## config.mk

```make
export PLATFORM = sky130hd
export DESIGN_NAME = dmux_rr_sched
export DESIGN_NICKNAME = d
export VERILOG_FILES = /design/src/rtl/dmux_rr_sched.sv
export SDC_FILE = /design/constraint.sdc
export NUM_CORES = 1
export LEC_CHECK = 0
export CAP_MARGIN = 20
export CORE_UTILIZATION = 34
export DETAILED_ROUTE_END_ITERATION = 7
export GPL_TIMING_DRIVEN = 0
export PLACE_DENSITY = 0.72
export SLEW_MARGIN = 20
export SYNTH_ARGS = -nofsm -noshare
export SYNTH_HDL_FRONTEND = slang
export SYNTH_SLANG_ARGS = --single-unit
```

## constraint.sdc

```tcl
create_clock -name clk -period 1.8 [get_ports clk]
set_clock_uncertainty 0.1 [all_clocks]
set_input_delay 0.18 -clock clk [delete_from_list [all_inputs] [get_ports clk]]
set_output_delay 0.18 -clock clk [all_outputs]
set_load 0.005 [all_outputs]
```

## src/rtl/dmux_rr_sched.sv

```systemverilog
// dmux_rr_sched
//   Round-robin burst scheduler in front of a 1-to-4 demultiplexer. One
//   valid/ready source stream is granted to one destination at a time for a
//   burst of BURST beats. The grant index is registered into sel0/sel1 so the
//   demux steering stays constant for the whole burst.
//
// Ports
//   clk         rising-edge clock
//   rst_n       asynchronous active-low reset
//   dst_en      [3:0] destination enable mask
//   in_valid    source beat available
//   in_data     [WIDTH-1:0] source beat
//   in_ready    beat accepted this cycle
//   dst_ready   [3:0] per-destination ready
//   dst_valid   [3:0] one-hot beat valid toward the granted destination
//   dst_data    [WIDTH-1:0] passthrough of in_data
//   sel0, sel1  registered grant index {sel0, sel1}
//   busy        high while a burst is in progress
//   burst_done  pulse on the final beat of a burst or on an abort
module dmux_rr_sched #(
    parameter int unsigned WIDTH = 8,
    parameter int unsigned BURST = 4
) (
    input  logic             clk,
    input  logic             rst_n,
    input  logic [3:0]       dst_en,
    input  logic             in_valid,
    input  logic [WIDTH-1:0] in_data,
    output logic             in_ready,
    input  logic [3:0]       dst_ready,
    output logic [3:0]       dst_valid,
    output logic [WIDTH-1:0] dst_data,
    output logic             sel0,
    output logic             sel1,
    output logic             busy,
    output logic             burst_done
);

    localparam int unsigned    CW       = $clog2(BURST + 1);
    localparam logic [CW-1:0]  LAST_CNT = CW'(BURST - 1);

    typedef enum logic {
        S_IDLE,
        S_XFER
    } state_t;

    state_t        r_state;
    state_t        w_nstate;
    logic [1:0]    r_sel;
    logic [1:0]    r_ptr;
    logic [CW-1:0] r_cnt;

    logic          w_arb_found;
    logic [1:0]    w_arb_idx;
    logic          w_grant;
    logic          w_xfer;
    logic          w_last;
    logic          w_abort;

    // First enabled destination scanning ptr, ptr+1, ... (mod 4).
    always_comb begin
        w_arb_found = 1'b0;
        w_arb_idx   = r_ptr;
        for (int unsigned k = 0; k < 4; k++) begin
            if (!w_arb_found && dst_en[2'(r_ptr + 2'(k))]) begin
                w_arb_found = 1'b1;
                w_arb_idx   = 2'(r_ptr + 2'(k));
            end
        end
    end

    // Next state and combinational handshake outputs.
    always_comb begin
        w_nstate   = r_state;
        w_grant    = 1'b0;
        w_xfer     = 1'b0;
        w_last     = 1'b0;
        w_abort    = 1'b0;
        dst_valid  = '0;
        in_ready   = 1'b0;
        burst_done = 1'b0;
        case (r_state)
            S_IDLE: begin
                if (in_valid && w_arb_found) begin
                    w_grant  = 1'b1;
                    w_nstate = S_XFER;
                end
            end
            S_XFER: begin
                if (!dst_en[r_sel]) begin
                    // Granted destination disabled: drop the rest of the burst.
                    w_abort = 1'b1;
                end else begin
                    dst_valid[r_sel] = in_valid;
                    in_ready         = dst_ready[r_sel];
                    w_xfer           = in_valid & dst_ready[r_sel];
                    w_last           = w_xfer && (r_cnt == LAST_CNT);
                end
                burst_done = w_last | w_abort;
                if (burst_done) begin
                    w_nstate = S_IDLE;
                end
            end
            default: w_nstate = S_IDLE;
        endcase
    end

    always_ff @(posedge clk or negedge rst_n) begin
        if (!rst_n) begin
            r_state <= S_IDLE;
            r_sel   <= '0;
            r_ptr   <= '0;
            r_cnt   <= '0;
        end else begin
            r_state <= w_nstate;
            if (w_grant) begin
                r_sel <= w_arb_idx;
                r_cnt <= '0;
            end else if (w_xfer) begin
                r_cnt <= r_cnt + 1'b1;
            end
            if (burst_done) begin
                r_ptr <= r_sel + 2'd1;
            end
        end
    end

    assign dst_data = in_data;
    assign sel0     = r_sel[1];
    assign sel1     = r_sel[0];
    assign busy     = (r_state == S_XFER);

endmodule

```

==> results of run 1 <==
## logic make-up (layout without fill, tap and decap cells)
| group | after synthesis | in the layout |
|---|---|---|
| and+or+nand+nor | 17 | 17 |
| DFF | 8 | 8 |
| AOI/OAI and AO/OA | 11 | 11 |
| adders and majority gates | 6 | 6 |
| muxes | 7 | 7 |
| xor gates and xnor gates | 1 | 1 |
| buffers and inverters | 17 | 54 |
## synth_stat cells, drive strengths merged (2+ instances only)
| library cell | instances | area share [%] |
|---|---|---|
| a21oi | 3 | 2.3 |
| and3 | 6 | 6.6 |
| buf | 8 | 9.0 |
| dfrtp | 8 | 30 |
| ha | 6 | 11 |
| inv | 9 | 5.1 |
| mux2 | 2 | 3.9 |
| mux2i | 3 | 4.5 |
| mux4 | 2 | 6.8 |
| nand2 | 2 | 1.1 |
| nor2 | 2 | 1.1 |
| nor3b | 2 | 2.3 |
| o22ai | 3 | 2.8 |
## power by group through the flow
| stage | clock network, mW | logic (mW) | registers (mW) |
|---|---|---|---|
| 2_1_floorplan | 0 | 0.353 | 0.354 |
| 3_3_place_gp | 0 | 0.573 | 0.373 |
| 3_5_place_dp | 0 | 0.589 | 0.374 |
| 4_1_cts | 0.152 | 0.723 | 0.359 |
| 5_1_grt | 0.162 | 0.818 | 0.373 |
| 6_report | 0.146 | 0.756 | 0.358 |
## per-layer routing
| metal | up-vias | track usage [%] | share of wire, % |
|---|---|---|---|
| met4 | 0 | 6.471 | 0 |
| met1 | 293 | 17.19 | 42 |
| met2 | 36 | 29.30 | 48 |
| li1 | 303 | - | - |
| met5 | - | 0 | 0 |
| met3 | 0 | 2.745 | 9.2 |
## what timing repair did
item,4_1_cts,5_1_grt
buffers inserted,6,0
pin swaps,6,1
resized for setup,31,4
setup endpoints to repair,9,11
## path summary, 6_finish.rpt
path | from | end | cells past startpoint
max | dst_en[0] | in_ready | 4
min | rst_n | r_ptr[1]$_DFFE_PN0P_ | 1
max reg2reg | r_sel[0]$_DFFE_PN0P_ | r_cnt[1]$_DFFE_PN0P_ | 6
min reg2reg | r_cnt[2]$_DFFE_PN0P_ | r_cnt[2]$_DFFE_PN0P_ | 2
max in group asynchronous | rst_n | r_sel[0]$_DFFE_PN0P_ | 1
min in group clk | r_cnt[2]$_DFFE_PN0P_ | r_cnt[2]$_DFFE_PN0P_ | 2
## registers in the layout, indices dropped and copies added, names as in the netlist
register  count
busy          1
r_cnt         3
r_sel         2
r_ptr         2
## per-stage QoR
stage          cells  hold WS, ns  power [mW]
2_1_floorplan     67      -0.2156      0.7067
3_5_place_dp     119       0.3834      0.9629
5_1_grt          129       0.1308       1.352
3_3_place_gp     119       0.3796      0.9458
4_1_cts          129       0.1151       1.234
6_report         129       0.1126       1.260
## worst max-delay path, stage by stage
cell             delay, ns
clkdlybuf4s50_1       0.49
mux4_2                0.53
and3_2                0.21
dlygate4sd2_1         0.25
## final cells by class
class / instances / area (um^2) / share of cell area (%)
Tap cell: 25 / 31.28 / 2.941
Buffer: 8 / 60.06 / 5.647
Timing Repair Buffer: 33 / 314.1 / 29.53
Inverter: 9 / 33.78 / 3.176
Clock buffer: 4 / 26.28 / 2.471
Multi-Input combinational cell: 42 / 396.6 / 37.29
Sequential cell: 8 / 201.4 / 18.94
==> summary.txt, run 1 <==
Largest net degree at the start of global routing: 9
Post-route cell area: 1064 um^2
Fmax: 515.9 MHz
Net switching fraction of the power: 37.01%
Setup_tns: -0.9039 ns
Most frequent cells in the layout: clkdlybuf4s50_1 (18), buf_4 (13), inv_1 (8)
CORE AREA: 1783 um^2
Total number of vias: 632
IO Pins: 36
GP Congestion: 0.6700
Initial Util: 37.33%
Fin nets: 130
Die width: 46.25 um
Setup violators final: 10
Clock buffer depth: 2
Critical path type: input port to output port
Drt first pass iters: 4
CP required: 1.52 ns
Hold Path Class: input port to async pin
Final core utilization: 59.65%
Syn Nets: 92
Antenna violations before repair: 0
Dominant synthesized flop cell: dfrtp_1
Ant. Diodes: 0
Worst R2R Setup Slack: -0.11 ns
Flops & latches, synth: 8
DP Worst Slack: -0.5139 ns
Post-Synth XOR/XNOR Area: 1.316%
Synth Area per Inst: 9.935 um^2
Final Hold Vio Count: 0
CTS hold repair buffers: 0
Num rows: 15
Clk pwr share: 11.6%
Largest family of logic cells by synthesized area: simple AND/OR/NAND/NOR gates
Adder-cell share of the synthesized area: 11.28%
Power per cell area: 1184 nW/um^2
Post-synthesis compound-gate area fraction: 12.41%
Total CTS buffers: 3
Worst slew pin tran: 0.4476 ns
Yosys cell types: 27
Setup ws final: -0.1385 ns
DP HPWL: 1115 um
Crit. End Element: output port
Leak Pwr: 0.5143 nW
Full die area: 2139 um^2
Status: finished with violations
Failing checks: negative setup slack
WL/cell: 12.29 um
DIE HEIGHT: 46.25 um
Tmin final: 1.938 ns
Max IR drop VDD: 0.7125 mV
Startpoint types: input port
Most common cell after layout, fill and taps aside: clkdlybuf4s50_1
GRT overflow: 0
Final Max Tran Viols: 0
First-pass GRT wire length: 2387 um
Clock slew at reported path FFs: 0.06 ns
Fin crit share: 107.7%
Synth async-reset ratio: 100.0%
Drt initial violations: 9
Cell Int Power: 0.7935 mW
Vias in the first global route: 590
Max-slew headroom: 70.03%
Synth Area in Simple Gates: 15.60%
H-tree depth: 1
TritonCTS clock tree: yes
Comb pwr share: 60.0%
Clk root buf: clkbuf_4
Register area share after synthesis: 30.08%
Clock sink total: 8
Routed Antenna Nets: 0
Via-per-instance ratio: 4.899
Clk Latency, worst-skew pair: 0.25 ns
P&R area growth vs syn: 59.77%
Mux contribution to synthesized area: 15.23%
# Max-Cap Violations: 0
Remaining DRCs: 0
Share of cells above drive strength 1: 34.62%
Arrival @ worst endpoint: 1.66 ns
Synth Cell Area: 665.6 um^2
Ys Warns: 0
Fillers: 146
Sequential power share: 28.4%
Syn Inst Count: 67
Buffers on Ports: 27
Tot GR Track Use: 15.72%
Switching Power: 0.4662 mW
Worst-path fanout max: 5
Unrepaired setup endpoints after global routing: yes
Dpl cell area: 968.4 um^2
Number of synthesized flops with an enable pin: 0
Final wirelength: 1586 um
(Power assumes the default switching activity.)
==> inputs of run 2 (changes only) <==
- CORE_UTILIZATION: 34 -> 36
- CTS_BUF_LIST: default -> sky130_fd_sc_hd__clkbuf_4 sky130_fd_sc_hd__clkbuf_8
- PLACE_DENSITY: 0.72 -> 0.76
==> run 2 against run 1 <==
The flow still finishes with violations (negative setup slack); sequential power is 3% higher; wire length up 10%; critical endpoint is now burst_done; clock power grew 14%; total power increased by 3.8%; largest cell class unchanged; utilization grew 2.0 points; sequential cell count unchanged; non-clock buffer count increased by 1; worst setup slack worse by 0.064 ns; via count rose by 4.6%.
==> summary.txt, run 2 (synthesis results as in run 1) <==
Top Layer Used: met4
Fmax: 499.4 MHz
Vias in the first global route: 597
Drt initial violations: 18
Clk pwr share: 12.7%
Remaining DRCs: 0
DIE HEIGHT: 45 um
Num rows: 15
Critical-path cell list: mux4_2 -> and3_4 -> o21ai_4 -> inv_1 -> buf_2
Register bank with the most flops: r_cnt
Status: finished with violations
DP HPWL: 1154 um
Fillers: 139
Die width: 45 um
Total CTS buffers: 3
Full die area: 2025 um^2
Setup violators final: 10
Via-per-instance ratio: 5.085
First-pass GRT wire length: 2490 um
Routed wl met2: 887 um
RR Endpoint: r_cnt[1]$_DFFE_PN0P_
Final Hold Vio Count: 0
CP required: 1.52 ns
Power per cell area: 1228 nW/um^2
Clk Latency, worst-skew pair: 0.26 ns
WL/cell: 13.48 um
Share of cells above drive strength 1: 36.19%
IO Pins: 36
Crit. End Element: output port
Clock buffer depth: 2
Largest net degree at the start of global routing: 9
Wl on met1: 619 um
Tot GR Track Use: 18.17%
Post-route cell area: 1065 um^2
Fin nets: 131
Failing checks: negative setup slack
Most frequent cells in the layout: clkdlybuf4s50_1 (21), buf_4 (13), inv_1 (8)
Clk root buf: clkbuf_4
Setup ws final: -0.2024 ns
Antenna violations before repair: 0
Leak Pwr: 0.5162 nW
Total number of vias: 661
CP max-delay cell: mux4_2
Worst slew pin tran: 0.4501 ns
Comb pwr share: 59.1%
Most common cell after layout, fill and taps aside: clkdlybuf4s50_1
Final Max Tran Viols: 0
Max IR drop VDD: 0.6620 mV
Sequential power share: 28.1%
Hold Path Class: input port to async pin
Met3 Wirelength: 182 um
Cells on worst reg2reg path: 6
Net switching fraction of the power: 36.96%
Switching Power: 0.4833 mW
Fin crit share: 111.2%
Initial Util: 38.55%
H-tree depth: 1
Worst-path fanout max: 4
Max-slew headroom: 69.72%
CORE AREA: 1727 um^2
Biggest regs: r_cnt x3, r_ptr x2, r_sel x2
Ant. Diodes: 0
Routed Antenna Nets: 0
Crit Reg-Reg Startpoint: r_sel[0]$_DFFE_PN0P_
Buffers on Ports: 27
Tmin final: 2.002 ns
Worst R2R Setup Slack: -0.15 ns
Clock sink total: 8
# Max-Cap Violations: 0
Total power: 1.308 mW
Cell Int Power: 0.8243 mW
Dpl cell area: 968.4 um^2
Final wirelength: 1752 um
Drt first pass iters: 4
Critical Path Max Stage Delay: 0.56 ns
GP Congestion: 0.7366
Critical path type: flip-flop to output port
Max FFs per register: 3
GRT overflow: 0
TritonCTS clock tree: yes
Clock slew at reported path FFs: 0.06 ns
Unrepaired setup endpoints after global routing: yes
DP Worst Slack: -0.5150 ns
Arrival @ worst endpoint: 1.72 ns
P&R area growth vs syn: 59.96%
Startpoint types: flip-flop
-- run 2: changes by cell type in the layout (fill, tap and decap cells not counted), sizes merged --
| cell | before | now |
|---|---|---|
| buf | 19 | 20 |
| clkbuf | 4 | 5 |
| clkdlybuf4s50 | 18 | 21 |
| dlygate4sd2 | 4 | 0 |
-- run 2: repair_timing --
| item | 4_1_cts | 5_1_grt |
|---|---|---|
| endpoints found under the setup margin | 8 | 11 |
| resized for setup | 30 | 3 |
| pin swaps | 6 | 1 |
| hold buffers | 0 | 0 |
| buffers inserted | 5 | 2 |
| endpoints found under the hold margin | 0 | 0 |
-- run 2: worst max-delay path by stage --
stage                    startpoint                    to  slack [ns]
2_1_floorplan  r_sel[0]$_DFFE_PN0P_  r_ptr[1]$_DFFE_PN0P_       -0.02
3_3_place_gp              dst_en[3]            burst_done       -0.47
3_5_place_dp              dst_en[3]            burst_done       -0.51
4_1_cts        r_sel[0]$_DFFE_PN0P_            burst_done       -0.20
5_1_grt        r_sel[0]$_DFFE_PN0P_            burst_done       -0.27
6_report       r_sel[0]$_DFFE_PN0P_            burst_done       -0.20
-- run 2: power groups by stage --
| stage | clock network [mW] | logic [mW] | registers, mW |
|---|---|---|---|
| 3_5_place_dp | 0 | 0.583 | 0.378 |
| 2_1_floorplan | 0 | 0.353 | 0.354 |
| 5_1_grt | 0.177 | 0.844 | 0.382 |
| 6_report | 0.167 | 0.773 | 0.368 |
| 4_1_cts | 0.172 | 0.707 | 0.363 |
| 3_3_place_gp | 0 | 0.571 | 0.371 |
-- run 2: critical path, delay by kind of cell, from the launching register on --
family	cells	cell delay [ns]
compound gates	1	0.13
flops	1	0.42
simple gates	1	0.19
mux	1	0.56
buf+inv	2	0.17
-- run 2: layer usage --
metal	global-route usage, %	vias up
li1	-	309
met1	17.77	307
met2	31.88	38
met3	6.000	7
met4	12.73	0
met5	0	-
-- run 2: area by class of cell --
cell class	count	area (um^2)	area share [%]
multi-input cells	42	395.4	37.13
repair buffers	34	312.8	29.38
flip-flops and latches	8	201.4	18.92
plain buffers	8	60.06	5.640
inverters	9	33.78	3.173
well taps	25	31.28	2.938
clock buffers	4	30.03	2.820
-- run 2: through the flow --
stage	utilization, %	hold slack [ns]	cells	TNS [ns]
global placement	56.09	0.3739	119	-3.335
global route	61.67	0.1111	130	-1.993
CTS	60.58	0.09625	128	-0.9172
finish	61.67	0.09356	130	-1.368
floorplan	-	-0.2156	67	-0.02272
detailed placement	56.09	0.3770	119	-3.810
==> inputs of run 3 (changes only) <==
- CTS_CLUSTER_DIAMETER: default -> 30
==> results of run 3 <==
Final layout, timing and power as in run 2 (identical DEF).
